## src/rtl/ysyx_25040111_axi_arbiter_pkg.sv

```systemverilog
// Shared encodings for the IFU/LSU AXI arbiter: FSM states, master indices, response codes.
package ysyx_25040111_axi_arbiter_pkg;
   typedef enum logic [1:0] {IDLE = 2'd0, RD = 2'd1, WR = 2'd2} arb_state_e;
   localparam logic       M_IFU     = 1'b0;
   localparam logic       M_LSU     = 1'b1;
   localparam logic [1:0] RESP_OKAY = 2'b00;
endpackage

```

## src/rtl/ysyx_25040111_axi_arbiter_pick.sv

```systemverilog
// Two-requester picker. YSYX_25040111_ARB_RR_EN selects round-robin; otherwise LSU has fixed priority.
module ysyx_25040111_arb_pick
   import ysyx_25040111_axi_arbiter_pkg::*;
(
   input  logic [1:0] req,
   input  logic       last,
   output logic       win
);
`ifdef YSYX_25040111_ARB_RR_EN
   always_comb begin
      if (req == 2'b11)     win = ~last;
      else if (req[M_LSU])  win = M_LSU;
      else if (req[M_IFU])  win = M_IFU;
      else                  win = last;
   end
`else
   // with no request the result is ignored; echoing last keeps the input meaningful
   always_comb begin
      if (req[M_LSU])       win = M_LSU;
      else if (req[M_IFU])  win = M_IFU;
      else                  win = last;
   end
`endif
endmodule

```

## src/rtl/ysyx_25040111_axi_arbiter.sv

```systemverilog
// Shares io_master between IFU (m0) and LSU (m1), one transaction at a time.
// Tie-break policy set by YSYX_25040111_ARB_RR_EN (round-robin) or fixed LSU priority when undefined.
module ysyx_25040111_axi_arbiter
   import ysyx_25040111_axi_arbiter_pkg::*;
#(
   parameter int ADDR_W = 32,
   parameter int DATA_W = 32,
   parameter int STRB_W = DATA_W/8
) (
   input  logic clk, rst,
   input  logic m0_arvalid, input logic [ADDR_W-1:0] m0_araddr, input logic [3:0] m0_arid,
   input  logic [7:0] m0_arlen, input logic [2:0] m0_arsize, input logic [1:0] m0_arburst,
   output logic m0_arready,
   output logic [DATA_W-1:0] m0_rdata, output logic [1:0] m0_rresp, output logic m0_rlast,
   output logic [3:0] m0_rid, output logic m0_rvalid, input logic m0_rready,
   input  logic m0_awvalid, input logic [ADDR_W-1:0] m0_awaddr, input logic [3:0] m0_awid,
   input  logic [7:0] m0_awlen, input logic [2:0] m0_awsize, input logic [1:0] m0_awburst,
   output logic m0_awready,
   input  logic m0_wvalid, input logic [DATA_W-1:0] m0_wdata, input logic [STRB_W-1:0] m0_wstrb,
   input  logic m0_wlast, output logic m0_wready,
   output logic m0_bvalid, output logic [1:0] m0_bresp, output logic [3:0] m0_bid, input logic m0_bready,
   input  logic m1_arvalid, input logic [ADDR_W-1:0] m1_araddr, input logic [3:0] m1_arid,
   input  logic [7:0] m1_arlen, input logic [2:0] m1_arsize, input logic [1:0] m1_arburst,
   output logic m1_arready,
   output logic [DATA_W-1:0] m1_rdata, output logic [1:0] m1_rresp, output logic m1_rlast,
   output logic [3:0] m1_rid, output logic m1_rvalid, input logic m1_rready,
   input  logic m1_awvalid, input logic [ADDR_W-1:0] m1_awaddr, input logic [3:0] m1_awid,
   input  logic [7:0] m1_awlen, input logic [2:0] m1_awsize, input logic [1:0] m1_awburst,
   output logic m1_awready,
   input  logic m1_wvalid, input logic [DATA_W-1:0] m1_wdata, input logic [STRB_W-1:0] m1_wstrb,
   input  logic m1_wlast, output logic m1_wready,
   output logic m1_bvalid, output logic [1:0] m1_bresp, output logic [3:0] m1_bid, input logic m1_bready,
   output logic s_arvalid, output logic [ADDR_W-1:0] s_araddr, output logic [3:0] s_arid,
   output logic [7:0] s_arlen, output logic [2:0] s_arsize, output logic [1:0] s_arburst,
   input  logic s_arready,
   input  logic [DATA_W-1:0] s_rdata, input logic [1:0] s_rresp, input logic s_rlast,
   input  logic [3:0] s_rid, input logic s_rvalid, output logic s_rready,
   output logic s_awvalid, output logic [ADDR_W-1:0] s_awaddr, output logic [3:0] s_awid,
   output logic [7:0] s_awlen, output logic [2:0] s_awsize, output logic [1:0] s_awburst,
   input  logic s_awready,
   output logic s_wvalid, output logic [DATA_W-1:0] s_wdata, output logic [STRB_W-1:0] s_wstrb,
   output logic s_wlast, input logic s_wready,
   input  logic s_bvalid, input logic [1:0] s_bresp, input logic [3:0] s_bid, output logic s_bready
);
   logic [1:0]             m_arvalid, m_awvalid, m_wvalid, m_wlast, m_rready, m_bready;
   logic [1:0][ADDR_W-1:0] m_araddr, m_awaddr;
   logic [1:0][3:0]        m_arid, m_awid;
   logic [1:0][7:0]        m_arlen, m_awlen;
   logic [1:0][2:0]        m_arsize, m_awsize;
   logic [1:0][1:0]        m_arburst, m_awburst;
   logic [1:0][DATA_W-1:0] m_wdata;
   logic [1:0][STRB_W-1:0] m_wstrb;

   assign m_arvalid = {m1_arvalid, m0_arvalid};  assign m_araddr  = {m1_araddr, m0_araddr};
   assign m_arid    = {m1_arid, m0_arid};        assign m_arlen   = {m1_arlen, m0_arlen};
   assign m_arsize  = {m1_arsize, m0_arsize};    assign m_arburst = {m1_arburst, m0_arburst};
   assign m_awvalid = {m1_awvalid, m0_awvalid};  assign m_awaddr  = {m1_awaddr, m0_awaddr};
   assign m_awid    = {m1_awid, m0_awid};        assign m_awlen   = {m1_awlen, m0_awlen};
   assign m_awsize  = {m1_awsize, m0_awsize};    assign m_awburst = {m1_awburst, m0_awburst};
   assign m_wvalid  = {m1_wvalid, m0_wvalid};    assign m_wdata   = {m1_wdata, m0_wdata};
   assign m_wstrb   = {m1_wstrb, m0_wstrb};      assign m_wlast   = {m1_wlast, m0_wlast};
   assign m_rready  = {m1_rready, m0_rready};    assign m_bready  = {m1_bready, m0_bready};

   logic [1:0]             m_arready, m_rvalid, m_rlast, m_awready, m_wready, m_bvalid;
   logic [1:0][DATA_W-1:0] m_rdata;
   logic [1:0][1:0]        m_rresp, m_bresp;
   logic [1:0][3:0]        m_rid, m_bid;

   assign m0_arready = m_arready[0]; assign m1_arready = m_arready[1];
   assign m0_rvalid  = m_rvalid[0];  assign m1_rvalid  = m_rvalid[1];
   assign m0_rdata   = m_rdata[0];   assign m1_rdata   = m_rdata[1];
   assign m0_rresp   = m_rresp[0];   assign m1_rresp   = m_rresp[1];
   assign m0_rlast   = m_rlast[0];   assign m1_rlast   = m_rlast[1];
   assign m0_rid     = m_rid[0];     assign m1_rid     = m_rid[1];
   assign m0_awready = m_awready[0]; assign m1_awready = m_awready[1];
   assign m0_wready  = m_wready[0];  assign m1_wready  = m_wready[1];
   assign m0_bvalid  = m_bvalid[0];  assign m1_bvalid  = m_bvalid[1];
   assign m0_bresp   = m_bresp[0];   assign m1_bresp   = m_bresp[1];
   assign m0_bid     = m_bid[0];     assign m1_bid     = m_bid[1];

   arb_state_e state, state_d;
   logic       gnt, gnt_d, ar_done, ar_done_d, win, pick_last;
   logic [1:0] req;

   assign req = m_arvalid | m_awvalid;

   ysyx_25040111_arb_pick u_pick (.req(req), .last(pick_last), .win(win));

`ifdef YSYX_25040111_ARB_RR_EN
   logic last;
   always_ff @(posedge clk or posedge rst) begin
      if (rst)                            last <= 1'b1;
      else if (state == IDLE && |req)     last <= win;
   end
   assign pick_last = last;
`else
   assign pick_last = 1'b1;
`endif

   always_ff @(posedge clk or posedge rst) begin
      if (rst) begin
         state   <= IDLE;
         gnt     <= M_IFU;
         ar_done <= 1'b0;
      end else begin
         state   <= state_d;
         gnt     <= gnt_d;
         ar_done <= ar_done_d;
      end
   end

   always_comb begin
      state_d   = state;
      gnt_d     = gnt;
      ar_done_d = ar_done;
      case (state)
         IDLE: begin
            ar_done_d = 1'b0;
            if (|req) begin
               gnt_d   = win;
               state_d = m_arvalid[win] ? RD : WR;
            end
         end
         RD: begin
            // a master may re-raise arvalid mid-burst; only the first AR belongs to this grant
            if (s_arvalid && s_arready) ar_done_d = 1'b1;
            if (s_rvalid && m_rready[gnt] && s_rlast) state_d = IDLE;
         end
         WR:      if (s_bvalid && m_bready[gnt]) state_d = IDLE;
         default: state_d = IDLE;
      endcase
   end

   always_comb begin
      s_arvalid = 1'b0; s_araddr = '0; s_arid = '0; s_arlen = '0; s_arsize = '0; s_arburst = '0;
      s_awvalid = 1'b0; s_awaddr = '0; s_awid = '0; s_awlen = '0; s_awsize = '0; s_awburst = '0;
      s_wvalid = 1'b0; s_wdata = '0; s_wstrb = '0; s_wlast = 1'b0;
      s_rready = 1'b0; s_bready = 1'b0;
      m_arready = '0; m_rvalid = '0; m_rdata = '0; m_rresp = '0; m_rlast = '0; m_rid = '0;
      m_awready = '0; m_wready = '0; m_bvalid = '0; m_bresp = '0; m_bid = '0;
      case (state)
         RD: begin
            s_arvalid      = m_arvalid[gnt] & ~ar_done;
            s_araddr       = m_araddr[gnt];  s_arid   = m_arid[gnt];
            s_arlen        = m_arlen[gnt];   s_arsize = m_arsize[gnt];
            s_arburst      = m_arburst[gnt];
            m_arready[gnt] = s_arready & ~ar_done;
            s_rready       = m_rready[gnt];
            m_rvalid[gnt]  = s_rvalid;       m_rdata[gnt] = s_rdata;
            m_rresp[gnt]   = s_rresp;        m_rlast[gnt] = s_rlast;
            m_rid[gnt]     = s_rid;
         end
         WR: begin
            s_awvalid      = m_awvalid[gnt];
            s_awaddr       = m_awaddr[gnt];  s_awid   = m_awid[gnt];
            s_awlen        = m_awlen[gnt];   s_awsize = m_awsize[gnt];
            s_awburst      = m_awburst[gnt];
            m_awready[gnt] = s_awready;
            s_wvalid       = m_wvalid[gnt];  s_wdata  = m_wdata[gnt];
            s_wstrb        = m_wstrb[gnt];   s_wlast  = m_wlast[gnt];
            m_wready[gnt]  = s_wready;
            s_bready       = m_bready[gnt];
            m_bvalid[gnt]  = s_bvalid;       m_bresp[gnt] = s_bresp;
            m_bid[gnt]     = s_bid;
         end
         default: ;
      endcase
   end
endmodule

```

## config.mk

```make
export PLATFORM = sky130hd
export DESIGN_NAME = ysyx_25040111_axi_arbiter
export DESIGN_NICKNAME = d
export VERILOG_FILES = /design/src/rtl/ysyx_25040111_axi_arbiter_pkg.sv /design/src/rtl/ysyx_25040111_axi_arbiter_pick.sv /design/src/rtl/ysyx_25040111_axi_arbiter.sv
export SDC_FILE = /design/constraint.sdc
export NUM_CORES = 1
export LEC_CHECK = 0
export ABC_AREA = 0
export CAP_MARGIN = 20
export CORE_AREA = 3 3 219 221
export CTS_CLUSTER_SIZE = 30
export DETAILED_ROUTE_END_ITERATION = 7
export DIE_AREA = 0 0 222 224
export GPL_ROUTABILITY_DRIVEN = 0
export HOLD_SLACK_MARGIN = 0.03
export PLACE_DENSITY = 0.34
export SYNTH_ARGS = -nofsm -noshare
export SYNTH_HDL_FRONTEND = slang
export SYNTH_SLANG_ARGS = --single-unit
```

## constraint.sdc

```tcl
create_clock -name clk -period 4.4 [get_ports clk]
set_clock_uncertainty 0.05 [all_clocks]
set_input_delay 1.1 -clock clk [delete_from_list [all_inputs] [get_ports clk]]
set_output_delay 1.1 -clock clk [all_outputs]
set_load 0.01 [all_outputs]
```

=== Word level (Yosys, flattened, before mapping) ===
Index checks and enable logic that the tools add are counted.
W data, S select, Z words.

* Flip-flop bits (word level): 4
* Logic and storage cells: 122
* Input port bits: 332
* Output and inout port bits: 240

* Bitwise logic cells: 15
* $lt $le $gt $ge: 3
* Reduce and logical (&&, ||, !) cells: 11
* Eq/ne operators: 6
* Muxes and demuxes: 84

{| class="wikitable"
|+ Operators with widths
! kind !! number
|-
| $mux W32 || 10
|-
| $and A64 B64 Y64 || 1
|-
| $mux W64 || 1
|-
| $mux W8 || 8
|-
| $mux W4 || 12
|-
| $mux W2 || 17
|-
| $demux W32 S1 || 1
|-
| $mux W1 || 24
|-
| $mux W3 || 6
|-
| $and A8 B8 Y8 || 2
|-
| $and A2 B2 Y2 || 6
|-
| $and A4 B4 Y4 || 2
|-
| $ne A2 B2 Y1 const B || 4
|-
| $pmux W2 S3 || 1
|-
| $logic_and A1 B1 Y1 || 5
|-
| $demux W4 S1 || 1
|-
| $lt A1 B2 Y1 const B || 2
|-
| $reduce_and A2 Y1 || 2
|-
| $reduce_and A3 Y1 || 1
|-
| $and A1 B1 Y1 || 2
|-
| $demux W2 S1 || 1
|-
| $eq A2 B1 Y1 const B || 1
|-
| $eq A2 B2 Y1 const B || 1
|-
| $logic_not A2 Y1 || 1
|-
| other kinds (7) || 7
|}

=== Depth between registers and ports, before layout ===
Gate-level depths: netlist of run 1.

* Depth in word-level cells: 8
* Depth in mapped cells: 6
* Gate-level depth less buffers: 3

=== Hierarchy ===
From an unflattened synthesis of run 1, not the netlist that was laid out.

* Cell total of the unflattened synthesis: 375
* Area, all modules: 2687.6 um^2

{| class="wikitable"
|+ By module, submodules not included
! module !! cells an instance !! instances !! sequential area each (um^2) !! area each (um^2)
|-
| ysyx_25040111_axi_arbiter || 373 || 1 || 100.1 || 2676.3
|-
| ysyx_25040111_arb_pick || 2 || 1 || 0.0 || 11.3
|}

=== Least setup slack after synthesis of run 1 ===
OpenSTA, ideal clock, no wires.

* Kind: input port to output port
* Start: input port s_arready
* End: output port m0_arready
* Path buffers: 0
* Path slack: 1.703 ns
* Cell stages on the path: 2
* Required time: 3.250 ns
* Data arrival time: 1.547 ns
* Cell sequence: inv_1 -> nor4_1

* Cells in the longest elaborated chain, start to end: 3

{| class="wikitable"
|+ Ends and longest elaborated chain
! what !! line !! RTL
|-
| start: declaration || ysyx_25040111_axi_arbiter.sv:35 || <nowiki>input logic s_arready,</nowiki>
|-
| $and A1 B1 Y1 || ysyx_25040111_axi_arbiter.sv:147 || <nowiki>m_arready[gnt] = s_arready & ~ar_done;</nowiki>
|-
| $and A2 B2 Y2 (no line) || n/a ||
|-
| $mux W2 || ysyx_25040111_axi_arbiter.sv:141 || <nowiki>case (state)</nowiki>
|-
| end: declaration || ysyx_25040111_axi_arbiter.sv:13 || <nowiki>output logic m0_arready,</nowiki>
|}

No other way between the ends.

=== Worst setup path in the final report of run 1 ===
* Start: input port m0_arvalid
* End: output port s_arvalid

* Cells in the longest elaborated chain, start to end: 4

{| class="wikitable"
|+ Ends and longest elaborated chain
! what !! line !! RTL
|-
| start: declaration || ysyx_25040111_axi_arbiter.sv:11 || <nowiki>input logic m0_arvalid, input logic [ADDR_W-1:0] m0_araddr, input logic [3:0] m0_arid,</nowiki>
|-
| $mux W1 (not written as such) (2 in a row) || ysyx_25040111_axi_arbiter.sv:143 || <nowiki>s_arvalid = m_arvalid[gnt] & ~ar_done;</nowiki>
|-
| $and A1 B1 Y1 || ysyx_25040111_axi_arbiter.sv:143 ||
|-
| $mux W1 || ysyx_25040111_axi_arbiter.sv:141 ||
|-
| end: declaration || ysyx_25040111_axi_arbiter.sv:33 || <nowiki>output logic s_arvalid, output logic [ADDR_W-1:0] s_araddr, output logic [3:0] s_arid,</nowiki>
|}

No other way between the ends. The select of a mux whose other input is x is not followed.

==> flow_summary.ini, run 1 <==
[run_status]
status = finished, final reports clean

[floorplan]
ioPinCount = 572
core_um2 = 46360
die_x_um = 222
die_y_um = 224
row_count = 79
start_util = 0.05741
die-area_um2 = 49730

[timing]
slew_viol_final = 0
rsz0062_at_grt = false
worstMarginPinSlew_ps = 728.3
relSlewSlack = 0.5144
hold_viol = 0
setup_viol = 0
setup_tns_ps = 0
period_needed_ps = 3894
fmax_ghz = 0.2568
fin_crit_sh = 0.8849

[route]
wirelength_mm = 27.24
via_count = 5146
first_pass_iters = 4
wl_per_cell_um = 17.97
viasPerCell = 3.394
drtIter0Drc = 199
drc = 0
ant_nets = 0

[clock_tree]
htreeDepth = 1
clk_path_buf_depth = 2
cts_tree = built
hold_buffers = 0
clkLatencyLatePin_ps = 230
cts_setup_buffers = 0
root_buffer = clkbuf_16
numCtsBuffers = 3
ctsResizeCount = 0
clock-sinks = 4
clkTransAtPathRegs_ps = 30

[placed_design]
dpl-instance-area_um2 = 9006
port-buffer-count = 571
hpwl_mm = 22.99

[global_routing]
grt_pass1_vias = 5407
grt_pass1_wl_mm = 37.84
antenna_found_initial = 1
grt_max_degree = 81
grt_overflow = 0
grt_use_total = 0.1003

[synthesis]
synth_xor_area_frac = 0
synth_compound_area_frac = 0.3061
yosysTopAreaCell = a22o_1
synthesis.area_um2 = 2661
synthFlopType = dfrtp_1
synth_top_area_frac = 0.2896
synth.most_common_cell = a22o_1
synth_edf_count = 0
synth-simple-area-share = 0.3423
syn_avg_cell_area_um2 = 7.173
synth_mux_area_frac = 0.1961
ys_warn_count = 0
ys_ff_latch = 4
yosysSeqAreaShare = 0.03761
ys_types = 27
synthTopCellsByArea = a22o_1 (29%), mux2i_1 (19%), and3_1 (19%), nor2_1 (7.5%), and2_1 (4.2%)
synth_nets = 703
synthCells = 371
ys_top_cells_by_count = a22o_1 (88), and3_1 (80), nor2_1 (53), mux2i_1 (51)
synthAdderAreaFrac = 0
synth_top_family_by_area = simple AND/OR/NAND/NOR gates
async_flop_share = 1.000

[final_layout]
final_area_um2 = 9087
syn2layout_area_growth_pct = 241.5
nNetsFinal = 1241
multiInputGateArea_um2 = 2257
seq_area_um2 = 103.9
drive_above_1_share = 0.02753
n_fill_cell = 5188

[worst_setup_path]
cp_data_arrival_time_ps = 2740
worst_r2r_path_depth = 4
cp_data_required_time_ps = 3250
crit_start = m0_arvalid
startpoint_type = primary input
critPathCaptureType = output port
cp_max_fo = 4
critPathKind = in2out
r2r-start = gnt

[worst_hold_path]
hold_path_startpoint = state[1]
hp-class = reg2reg
min_path_cells = 1

[power_and_ir_drop]
power.density_nw_per_um2 = 326.2
p_leak_nw = 3.601
vdd_ir_drop_max_mv = 0.1667

[run]
cap_violations = 0
cells by family (layout without fill, tap and decap cells):
kind of cell | Yosys count | count (layout)
and+or+nand+nor | 165 | 165
other | 0 | 1
DFF | 4 | 4
muxes | 52 | 52
AOI/OAI and AO/OA | 94 | 94
buffers and inverters | 56 | 593
registers in the layout (all words and copies together), names as in the netlist:
register / count
state: 2
ar_done: 1
gnt: 1
layout make-up:
| cell class | instances | area share |
|---|---|---|
| Timing Repair Buffer | 585 | 0.6460 |
| Inverter | 4 | 0.001652 |
| Antenna cell | 1 | 0.0002754 |
| Sequential cell | 4 | 0.01143 |
| Tap cell | 607 | 0.08357 |
| Multi-Input combinational cell | 311 | 0.2484 |
| Clock buffer | 4 | 0.008674 |
power by group:
part	leakage, nW	total [W]	switching, W	internal [W]
combinational	3.52	0.00271	0.00122	0.00149
sequential	0.0466	0.000106	0.0000513	0.0000549
clock	0.0382	0.000147	0.0000275	0.000120
total	3.60	0.00296	0.00130	0.00166
metrics by stage:
| stage | total power, W | hold WS [ps] | setup slack, ps | cells | utilization |
|---|---|---|---|---|---|
| 6_report | 0.002964 | 648.1 | 506.2 | 1516 | 0.1960 |
| 5_1_grt | 0.003179 | 726.6 | 424.1 | 1516 | 0.1960 |
| 4_1_cts | 0.003046 | 664.8 | 494.6 | 1515 | 0.1960 |
| 3_5_place_dp | 0.002872 | 657.2 | 518.2 | 1511 | 0.1943 |
| 3_3_place_gp | 0.002930 | 664.6 | 469.4 | 1511 | 0.1943 |
| 2_1_floorplan | 0.001257 | 470.7 | 1703 | 371 | - |
final timing paths:
check                            end  slack (ps)
hold / removal                   gnt         650
max in group asynchronous        gnt        3060
min in group asynchronous        gnt        1040
setup reg to reg            state[0]        2490
hold reg to reg                  gnt         650
setup / recovery           s_arvalid         510
critical path: stages:
cell and delay (ps):
clkdlybuf4s50_1 540, mux2i_1 230, nor3_1 240, clkdlybuf4s50_1 630
routing by layer:
metal | track usage | up-vias | routed length [µm]
met5 | 0 | - | 0
met2 | 0.1918 | 317 | 14460
met3 | 0.02660 | 10 | 2102
met4 | 0.01858 | 0 | 269
met1 | 0.1121 | 2356 | 10410
li1 | - | 2463 | -
cells in the final DEF, fill, tap and decap left out:
cell type | netlist | layout
a211oi_1 | 1 | 1
a21oi_1 | 1 | 1
a22o_1 | 88 | 88
a31oi_1 | 1 | 1
and2_1 | 18 | 18
and3_1 | 80 | 80
buf_12 | 0 | 4
buf_4 | 9 | 10
clkbuf_1 | 12 | 1
clkbuf_16 | 0 | 3
clkdlybuf4s50_1 | 0 | 571
dfrtp_1 | 4 | 3
dfrtp_4 | 0 | 1
diode_2 | 0 | 1
inv_1 | 3 | 3
inv_2 | 1 | 1
mux2_2 | 1 | 1
mux2i_1 | 51 | 51
nand2b_1 | 2 | 1
nand2b_2 | 0 | 1
nand2b_4 | 1 | 1
nand3_1 | 1 | 1
nor2_1 | 53 | 53
nor2_4 | 2 | 2
nor2b_1 | 2 | 1
nor2b_4 | 0 | 1
nor3_1 | 4 | 4
nor4_1 | 2 | 2
o21a_1 | 1 | 1
o22a_1 | 1 | 1
o32ai_1 | 1 | 1
(Power assumes the default switching activity.)
==> run 2, diff against run 1 <==
--- a/constraint.sdc
+++ b/constraint.sdc
@@ -3,3 +3,3 @@
 set_input_delay 1.1 -clock clk [delete_from_list [all_inputs] [get_ports clk]]
 set_output_delay 1.1 -clock clk [all_outputs]
-set_load 0.01 [all_outputs]
+set_load 0.1 [all_outputs]
==> flow_summary.ini, run 2 (synthesis gave the netlist of run 1 again) <==
[final_layout]
final_common_cell = clkdlybuf4s50_1
largest_reg_flops = 2
final_cell_mix = clkdlybuf4s50_1 (331), buf_4 (145), buf_12 (112), a22o_1 (88), and3_1 (80)
syn2layout_area_growth_pct = 270.4
drive_above_1_share = 0.2942
top_regs = state x2, ar_done x1, gnt x1
regMostFlops = state
post-route-util = 0.2127
nNetsFinal = 1244
antenna_cells = 0
n_fill_cell = 5068

[floorplan]
die_x_um = 222
core_um2 = 46360
start_util = 0.05741
die_y_um = 224
row_count = 79
ioPinCount = 572
die-area_um2 = 49730

[route]
via_count = 5117
viasPerCell = 3.371
first_pass_iters = 4
drtIter0Drc = 130
drc = 0
ant_nets = 0
wirelength_mm = 28.15
wl_per_cell_um = 18.54

[power_and_ir_drop]
internal-power_w = 0.001613
p_sw_w = 0.004801
clock_power_share = 0.023
power.density_nw_per_um2 = 650.6
vdd_ir_drop_max_mv = 0.7835
p_leak_nw = 4.332
p_seq_frac = 0.022
power.share.combinational = 0.955
swShare = 0.7485

[global_routing]
use_met1 = 0.1160
busiest_layer = met2
met2_usage = 0.2050
grt_pass1_vias = 5468
grt_overflow = 0
grt_max_degree = 81
use_met3 = 0.02673
grt_pass1_wl_mm = 39.19
grt_use_total = 0.1047
antenna_found_initial = 0

[worst_hold_path]
hp-class = reg2reg
min_to = ar_done
min_path_cells = 1
hold_path_startpoint = ar_done

[worst_setup_path]
cp_max_fo = 4
critPathKind = in2out
r2r-start = gnt
r2r_setup_slack_ps = 2350
cp_data_arrival_time_ps = 2450
startpoint_type = primary input
cp_data_required_time_ps = 3250
worst_r2r_path_depth = 4
reg2reg_to = state[0]
critPathCaptureType = output port

[timing]
worstMarginPinSlew_ps = 676.5
slew_viol_final = 0
hold_viol = 0
fin_crit_sh = 0.8188
setup_tns_ps = 0
period_needed_ps = 3603
rsz0062_at_grt = false
relSlewSlack = 0.5490
setup_viol = 0
fmax_ghz = 0.2776

[clock_tree]
hold_buffers = 0
numCtsBuffers = 3
clock-sinks = 4
cts_setup_buffers = 0
clk_path_buf_depth = 2
htreeDepth = 1
clkLatencyLatePin_ps = 230
cts_tree = built
root_buffer = clkbuf_16
ctsResizeCount = 0
clkTransAtPathRegs_ps = 30

[run_status]
status = finished, final reports clean

[run]
cap_violations = 0

[placed_design]
hpwl_mm = 24.28
port-buffer-count = 571
run 2: cell count changes in the layout (fill, tap and decap cells not counted):
cell,previous run,this run
diode_2,1,0
buf_4,10,145
buf_12,4,112
clkdlybuf4s50_1,571,331
run 2: layer usage:
layer | vias to the layer above | wire, µm
met1 | 2328 | 10520
met3 | 8 | 2196
met5 | - | 0
li1 | 2469 | -
met4 | 0 | 231
met2 | 312 | 15200
run 2: critical path, cell delays in order:
cell	delay, ps
clkdlybuf4s50_1	530
mux2i_1	200
nor3_1	380
buf_12	230
run 2: power groups by stage:
stage	Combinational, W	Clock, W	Sequential, W
5_1_grt	0.00633	0.000154	0.000149
3_5_place_dp	0.00618	0	0.000145
2_1_floorplan	0.00471	0	0.0000574
4_1_cts	0.00619	0.000149	0.000145
6_report	0.00613	0.000146	0.000139
3_3_place_gp	0.00621	0	0.000147
run 2: worst max-delay path by stage:
| stage | depth (start not counted) | to | slack (ps) | start |
|---|---|---|---|---|
| floorplan | 2 | m0_arready | -740 | s_arready |
| global placement | 4 | s_arvalid | 790 | m1_arvalid |
| detailed placement | 4 | s_arvalid | 780 | m1_arvalid |
| CTS | 4 | s_arvalid | 750 | m1_arvalid |
| global route | 4 | s_arvalid | 700 | m1_arvalid |
| finish | 4 | s_arvalid | 800 | m1_arvalid |
run 2: per-stage QoR:
step | total power [W] | cells | hold slack [ps] | setup slack [ps] | cell area, µm²
after global placement | 0.006360 | 1514 | 704.2 | 788.5 | 9779
after detailed placement | 0.006322 | 1514 | 692.7 | 775.4 | 9779
after floorplan | 0.004768 | 371 | 470.7 | -744.7 | 2661
after global routing | 0.006633 | 1518 | 728.3 | 697.2 | 9858
after CTS | 0.006486 | 1518 | 706.2 | 748.0 | 9858
final | 0.006414 | 1518 | 684.3 | 797.4 | 9858
run 2: area by class of cell:
class	count	area, µm²	area share
Timing Repair Buffer	588	6644	0.6739
Multi-Input combinational cell	311	2257	0.2290
Tap cell	607	759.5	0.07704
Sequential cell	4	103.9	0.01053
Clock buffer	4	78.83	0.007996
Inverter	4	15.01	0.001523
